### config.mk
export PLATFORM = sky130hd
export DESIGN_NAME = reg_file
export DESIGN_NICKNAME = d
export VERILOG_FILES = /design/src/rtl/cpu_defs.sv /design/src/rtl/reg_file.sv
export SDC_FILE = /design/constraint.sdc
export NUM_CORES = 2
export LEC_CHECK = 0
export CAP_MARGIN = 20
export CORE_AREA = 2 2 333 335
export CTS_CLUSTER_DIAMETER = 80
export DETAILED_ROUTE_END_ITERATION = 7
export DIE_AREA = 0 0 335 337
export GPL_TIMING_DRIVEN = 0
export PLACE_DENSITY = 0.77
export SETUP_SLACK_MARGIN = 0.1
export SYNTH_ARGS = -nofsm -noshare
export SYNTH_HDL_FRONTEND = slang
export SYNTH_SLANG_ARGS = --single-unit
### constraint.sdc
create_clock -name clk -period 42.2 [get_ports clk]
set_clock_uncertainty 0.1 [all_clocks]
set_input_delay 12.66 -clock clk [delete_from_list [all_inputs] [get_ports clk]]
set_output_delay 12.66 -clock clk [all_outputs]
set_load 0.005 [all_outputs]
### src/rtl/cpu_defs.sv
// ============================================================================
// Module  : cpu_defs (package)
// Purpose : CPU-wide constants shared by the decoder, the datapath and the
//           register file: register count, data/address widths and the
//           hard-wired zero register index.
// Ports   : none (package)
// Rev     : 1.0  initial release
// ============================================================================
`default_nettype none

package cpu_defs;

  localparam int DATA_W   = 32;
  localparam int ADDR_W   = 5;
  localparam int REG_NUM  = 32;
  localparam int ZERO_REG = 0;

  // Width of the display-board write counter.
  localparam int CNT_W    = 16;

endpackage : cpu_defs

`default_nettype wire

### src/rtl/reg_file.sv
// ============================================================================
// Module  : reg_file
// Purpose : CPU general-purpose register file. Two combinational read ports
//           plus a combinational debug/display read port, one synchronous
//           write port, and a count of committed writes. Register 0 is a
//           constant zero and is never stored.
// Ports   : clk       - clock, all state changes on rising edge
//           rst       - asynchronous active-high reset
//           ra1/rd1   - read port 1 address / data (rs)
//           ra2/rd2   - read port 2 address / data (rt)
//           we/wa/wd  - write enable / address / data
//           dbg_addr  - debug read address
//           dbg_data  - debug read data
//           wr_count  - committed writes since reset (wraps at 16 bits)
// Rev     : 1.0  initial release
// ============================================================================
`default_nettype none

module reg_file #(
  parameter int DATA_W = cpu_defs::DATA_W,
  parameter int ADDR_W = cpu_defs::ADDR_W
) (
  input  logic              clk,
  input  logic              rst,
  input  logic [ADDR_W-1:0] ra1,
  input  logic [ADDR_W-1:0] ra2,
  output logic [DATA_W-1:0] rd1,
  output logic [DATA_W-1:0] rd2,
  input  logic              we,
  input  logic [ADDR_W-1:0] wa,
  input  logic [DATA_W-1:0] wd,
  input  logic [ADDR_W-1:0] dbg_addr,
  output logic [DATA_W-1:0] dbg_data,
  output logic [15:0]       wr_count
);

  localparam int            REG_NUM = 2 ** ADDR_W;
  localparam [ADDR_W-1:0]   c_zero  = ADDR_W'(cpu_defs::ZERO_REG);

  // Only registers 1..REG_NUM-1 are stored; register 0 reads as a constant.
  logic [DATA_W-1:0] r_regs [1:REG_NUM-1];
  logic [15:0]       r_wr_count;
  logic              w_commit;

  // A write to register 0 is dropped entirely. Gating on 'we' first keeps an
  // unknown 'wa' from producing a commit while writes are disabled.
  assign w_commit = we && (wa != c_zero);

  always_ff @(posedge clk or posedge rst) begin
    if (rst) begin
      for (int i = 1; i < REG_NUM; i++) begin
        r_regs[i] <= '0;
      end
      r_wr_count <= '0;
    end else if (w_commit) begin
      for (int i = 1; i < REG_NUM; i++) begin
        if (wa == ADDR_W'(i)) begin
          r_regs[i] <= wd;
        end
      end
      r_wr_count <= r_wr_count + 16'd1;  // natural wrap at 0xFFFF
    end
  end

  // Combinational reads, no write bypass: a same-cycle write becomes visible
  // only after the clock edge.
  assign rd1      = (ra1      == c_zero) ? '0 : r_regs[ra1];
  assign rd2      = (ra2      == c_zero) ? '0 : r_regs[ra2];
  assign dbg_data = (dbg_addr == c_zero) ? '0 : r_regs[dbg_addr];
  assign wr_count = r_wr_count;

endmodule : reg_file

`default_nettype wire

==> flow_summary.html <==
<table>
<tr><th>Metric</th><th>Value</th></tr>
<tr><th colspan="2">Setup path</th></tr>
<tr><td>Worst R2R Setup Slack</td><td>40310 ps</td></tr>
<tr><td>Setup crit start kind</td><td>input pin</td></tr>
<tr><td>Arr. time, crit path</td><td>17350 ps</td></tr>
<tr><td>Critical path type</td><td>in2out</td></tr>
<tr><td>Max incr delay on CP</td><td>750 ps</td></tr>
<tr><td>Sequence of cells on the critical path</td><td>clkdlybuf4s50_1, buf_4, inv_1, buf_2, nand3_1, buf_8, buf_2, o22ai_1, a211oi_1, clkdlybuf4s50_1</td></tr>
<tr><td>Setup crit end kind</td><td>output pin</td></tr>
<tr><td>Cell with the biggest individual delay on the critical path</td><td>sky130_fd_sc_hd__a211oi_1</td></tr>
<tr><td>Required time of the critical path</td><td>29440 ps</td></tr>
<tr><td>Worst Path Max Fanout</td><td>12</td></tr>
<tr><th colspan="2">Synthesis</th></tr>
<tr><td>Count of flip-flops with a built-in enable after synthesis</td><td>0</td></tr>
<tr><td>Count of mapped cells out of synthesis</td><td>4243</td></tr>
<tr><td>Top flip-flop cell by instance count after synthesis</td><td>sky130_fd_sc_hd__dfrtp_1</td></tr>
<tr><td>Synthesized cell area</td><td>61900 µm²</td></tr>
<tr><td>Synthesis Warnings</td><td>0</td></tr>
<tr><td>Post-synthesis sequential element count</td><td>1008</td></tr>
<tr><td>Sequential share of the synthesized area</td><td>0.408</td></tr>
<tr><td>Yosys top cell by area</td><td>sky130_fd_sc_hd__dfrtp_1</td></tr>
<tr><td>Post-Synthesis Net Count</td><td>4299</td></tr>
<tr><td>Count of cell types in the netlist</td><td>45</td></tr>
<tr><td>Share of the synthesized area in the top cell type</td><td>0.408</td></tr>
<tr><td>Cells taking the most area after synthesis</td><td>sky130_fd_sc_hd__dfrtp_1 (41%), sky130_fd_sc_hd__mux4_2 (23%), sky130_fd_sc_hd__mux2_2 (20%)</td></tr>
<tr><td>Share of flip-flops with an asynchronous set or reset</td><td>1.00</td></tr>
<tr><td>Average footprint of a synthesized cell</td><td>14.6 µm²</td></tr>
<tr><th colspan="2">Global routing</th></tr>
<tr><td>Antenna violations before repair</td><td>10</td></tr>
<tr><td>Pin count of the biggest net entering global routing</td><td>130</td></tr>
<tr><td>Total routing usage reported by global routing</td><td>0.488</td></tr>
<tr><td>Vias in the first global route</td><td>48000</td></tr>
<tr><td>Residual overflow from global routing</td><td>0</td></tr>
<tr><td>Global-route wire length before repair</td><td>374000 µm</td></tr>
<tr><th colspan="2">Place</th></tr>
<tr><td>Post-detail-place hpwl</td><td>184000 µm</td></tr>
<tr><td>Final GP Congestion</td><td>1.07</td></tr>
<tr><td>PortBufs</td><td>155</td></tr>
<tr><td>Cell area after placement</td><td>65800 µm²</td></tr>
<tr><th colspan="2">Routing</th></tr>
<tr><td>Detailed-route DRC error count</td><td>114</td></tr>
<tr><td>Routed wire length per instance</td><td>45.2 µm</td></tr>
<tr><td>Via/cell ratio</td><td>8.17</td></tr>
<tr><td>Total iterations of the first detailed-routing run</td><td>8</td></tr>
<tr><td>Vias post-DR</td><td>49800</td></tr>
<tr><td>Antenna-violating nets left</td><td>0</td></tr>
<tr><td>Wire length after detailed routing</td><td>276000 µm</td></tr>
<tr><td>Violation count after the first detailed-route iteration</td><td>9232</td></tr>
<tr><th colspan="2">Timing</th></tr>
<tr><td>Worst-Margin Slew</td><td>1430 ps</td></tr>
<tr><td>TNS Setup</td><td>0 ps</td></tr>
<tr><td>Final critical delay including setup and external delays</td><td>30110 ps</td></tr>
<tr><td>Worst-case headroom to the max-slew limit</td><td>0.0462</td></tr>
<tr><td>Max Freq</td><td>33.2 MHz</td></tr>
<tr><td>Final worst path period share</td><td>0.713</td></tr>
<tr><td>Count of pins over their slew limit</td><td>0</td></tr>
<tr><td>RSZ-0062 raised after global routing</td><td>false</td></tr>
<tr><td>Setup violations, final</td><td>0</td></tr>
<tr><td>Final-report hold violation count</td><td>0</td></tr>
<tr><th colspan="2">CTS</th></tr>
<tr><td>Clock tree from TritonCTS</td><td>yes</td></tr>
<tr><td>Clock input transition at the sequential cells of the worst setup and hold paths</td><td>60 ps</td></tr>
<tr><td>Number of setup buffers added after CTS</td><td>0</td></tr>
<tr><td>CTS Sinks</td><td>1008</td></tr>
<tr><td>Clock latency at the later pin of the worst-skew pair</td><td>760 ps</td></tr>
<tr><td>CTS Hold Bufs</td><td>0</td></tr>
<tr><td>PostCTS Resize Cnt</td><td>0</td></tr>
<tr><td>Longest Clk Path Bufs</td><td>3</td></tr>
<tr><td>Number of H-tree branching levels</td><td>3</td></tr>
<tr><td>Number of buffers created by CTS</td><td>114</td></tr>
<tr><td>CTS root buf</td><td>sky130_fd_sc_hd__clkbuf_16</td></tr>
<tr><th colspan="2">Final layout</th></tr>
<tr><td>Area of the multi-input gates</td><td>34300 µm²</td></tr>
<tr><td>Commonest non-fill, non-tap cells in the layout</td><td>sky130_fd_sc_hd__mux2_2 (1108), sky130_fd_sc_hd__dfrtp_1 (1008), sky130_fd_sc_hd__mux4_2 (628)</td></tr>
<tr><td>Sequential cell area in the final layout</td><td>25200 µm²</td></tr>
<tr><td>Post-route standard cell area excluding fillers</td><td>70100 µm²</td></tr>
<tr><td>Number of fill cells</td><td>8037</td></tr>
<tr><td>Most common cell after layout, fill and taps aside</td><td>sky130_fd_sc_hd__mux2_2</td></tr>
<tr><td>Final core utilization</td><td>0.640</td></tr>
<tr><td>Synth-to-Final Area Change</td><td>13.4%</td></tr>
<tr><td>Layout net count</td><td>4610</td></tr>
<tr><td>Share of final-layout standard cells stronger than drive strength 1</td><td>0.486</td></tr>
<tr><th colspan="2">Die</th></tr>
<tr><td>Rows</td><td>122</td></tr>
<tr><td>Vertical die dimension</td><td>337 µm</td></tr>
<tr><td>Count of boundary I/O pins</td><td>167</td></tr>
<tr><td>Full die area</td><td>113000 µm²</td></tr>
<tr><td>Area inside the core boundary</td><td>110000 µm²</td></tr>
<tr><td>Starting density of the core</td><td>0.564</td></tr>
<tr><td>Horizontal die dimension</td><td>335 µm</td></tr>
<tr><th colspan="2">Status</th></tr>
<tr><td>Status</td><td>finished, violations left</td></tr>
<tr><td>Failing checks</td><td>design-rule violations</td></tr>
<tr><th colspan="2">Hold path</th></tr>
<tr><td>Class of the tightest hold or removal check</td><td>reg2reg</td></tr>
<tr><th colspan="2">Flow run</th></tr>
<tr><td>Maxcap violations</td><td>0</td></tr>
<tr><th colspan="2">Power and ir drop</th></tr>
<tr><td>Leakage power</td><td>30.0 nW</td></tr>
<tr><td>VDD IR-drop max</td><td>0.0359 mV</td></tr>
<tr><td>PwrDens</td><td>47.9 nW/µm²</td></tr>
</table>
## registers in the layout (all words and copies together) (netlist names)
register	count
r_regs	992
wr_count	16
## power by group
group          switching [mW]  leakage (nW)  internal [mW]  total (mW)
combinational           0.393          15.1          0.500       0.893
clock                   0.463          2.00          0.644        1.11
sequential              0.198          12.9           1.16        1.36
total                    1.05          30.0           2.30        3.36
## metrics by stage
step / worst slack, ps / hold slack, ps / cells / power, mW
after floorplan: 1080 / 368 / 4243 / 1.90
after global placement: -10840 / 366 / 5824 / 2.17
final: 12090 / 370 / 6099 / 3.36
after CTS: 12390 / 375 / 6067 / 3.29
after global routing: 12250 / 396 / 6078 / 3.42
after detailed placement: 12390 / 367 / 5853 / 2.21
## final cells by class
class | count | share of cell area
Clock inverter | 64 | 0.0126
Multi-Input combinational cell | 2756 | 0.489
Antenna cell | 21 | 0.000749
Timing Repair Buffer | 195 | 0.0329
Buffer | 471 | 0.0333
Sequential cell | 1008 | 0.360
Clock buffer | 150 | 0.0460
Inverter | 8 | 0.000535
Tap cell | 1426 | 0.0254
## worst max-delay path, delay by kind of cell
family / cells / cell delay (ps)
compound gates: 2 / 910
buf+inv: 7 / 3060
simple gates: 1 / 670
## worst paths after layout
check | start | end | cells after the start
max in group asynchronous | rst | r_regs[560] | 5
worst max register to register | wr_count[4] | wr_count[15] | 4
worst min-delay path | wr_count[15] | wr_count[15] | 1
min in group asynchronous | rst | r_regs[3] | 2
worst min register to register | wr_count[15] | wr_count[15] | 1
worst max-delay path | ra2[2] | rd2[1] | 10
## per-layer routing
metal | share of wire | wire length, µm | GRT usage | vias up
met3 | 0.17 | 47100 | 0.273 | 1685
met4 | 0.10 | 28700 | 0.390 | 37
li1 | - | - | - | 17500
met5 | 0.0043 | 1170 | 0.0698 | -
met1 | 0.32 | 89400 | 0.572 | 25400
met2 | 0.40 | 110000 | 0.650 | 5213
## synthesized netlist by cell type (4+ instances only)
| library cell | number |
|---|---|
| sky130_fd_sc_hd__inv_1 | 8 |
| sky130_fd_sc_hd__dfrtp_1 | 1008 |
| sky130_fd_sc_hd__mux2_1 | 4 |
| sky130_fd_sc_hd__mux4_1 | 28 |
| sky130_fd_sc_hd__a22oi_1 | 82 |
| sky130_fd_sc_hd__buf_4 | 22 |
| sky130_fd_sc_hd__mux4_2 | 628 |
| sky130_fd_sc_hd__nor2b_1 | 12 |
| sky130_fd_sc_hd__nand2b_1 | 26 |
| sky130_fd_sc_hd__nor3_1 | 7 |
| sky130_fd_sc_hd__clkbuf_1 | 171 |
| sky130_fd_sc_hd__o211ai_1 | 5 |
| sky130_fd_sc_hd__buf_6 | 23 |
| sky130_fd_sc_hd__buf_2 | 224 |
| sky130_fd_sc_hd__nand4_1 | 18 |
| sky130_fd_sc_hd__o21a_1 | 8 |
| sky130_fd_sc_hd__xor2_1 | 7 |
| sky130_fd_sc_hd__o21ai_0 | 71 |
| sky130_fd_sc_hd__a31oi_1 | 20 |
| sky130_fd_sc_hd__a221o_1 | 23 |
| sky130_fd_sc_hd__mux2_2 | 1108 |
| sky130_fd_sc_hd__a211oi_1 | 20 |
| sky130_fd_sc_hd__a221oi_1 | 11 |
| sky130_fd_sc_hd__o22ai_1 | 110 |
| sky130_fd_sc_hd__nor2_1 | 89 |
| sky130_fd_sc_hd__nand2_1 | 130 |
| sky130_fd_sc_hd__a21oi_1 | 6 |
| sky130_fd_sc_hd__buf_1 | 29 |
| sky130_fd_sc_hd__xnor2_1 | 8 |
| sky130_fd_sc_hd__a211o_1 | 63 |
| sky130_fd_sc_hd__mux2i_1 | 233 |
| sky130_fd_sc_hd__nand3_1 | 20 |
## logic make-up after synthesis
family                   Yosys count  share of synthesized area
AO/OA/AOI/OAI                    424                     0.0483
flip-flops                      1008                      0.408
buffers and inverters            479                     0.0382
multiplexers                    2001                      0.481
AND/OR/NAND/NOR                  315                     0.0228
adder cells (fa/ha/maj)            1                   0.000202
XOR/XNOR                          15                    0.00212
Note: power is estimated with default switching activity, not from simulation.
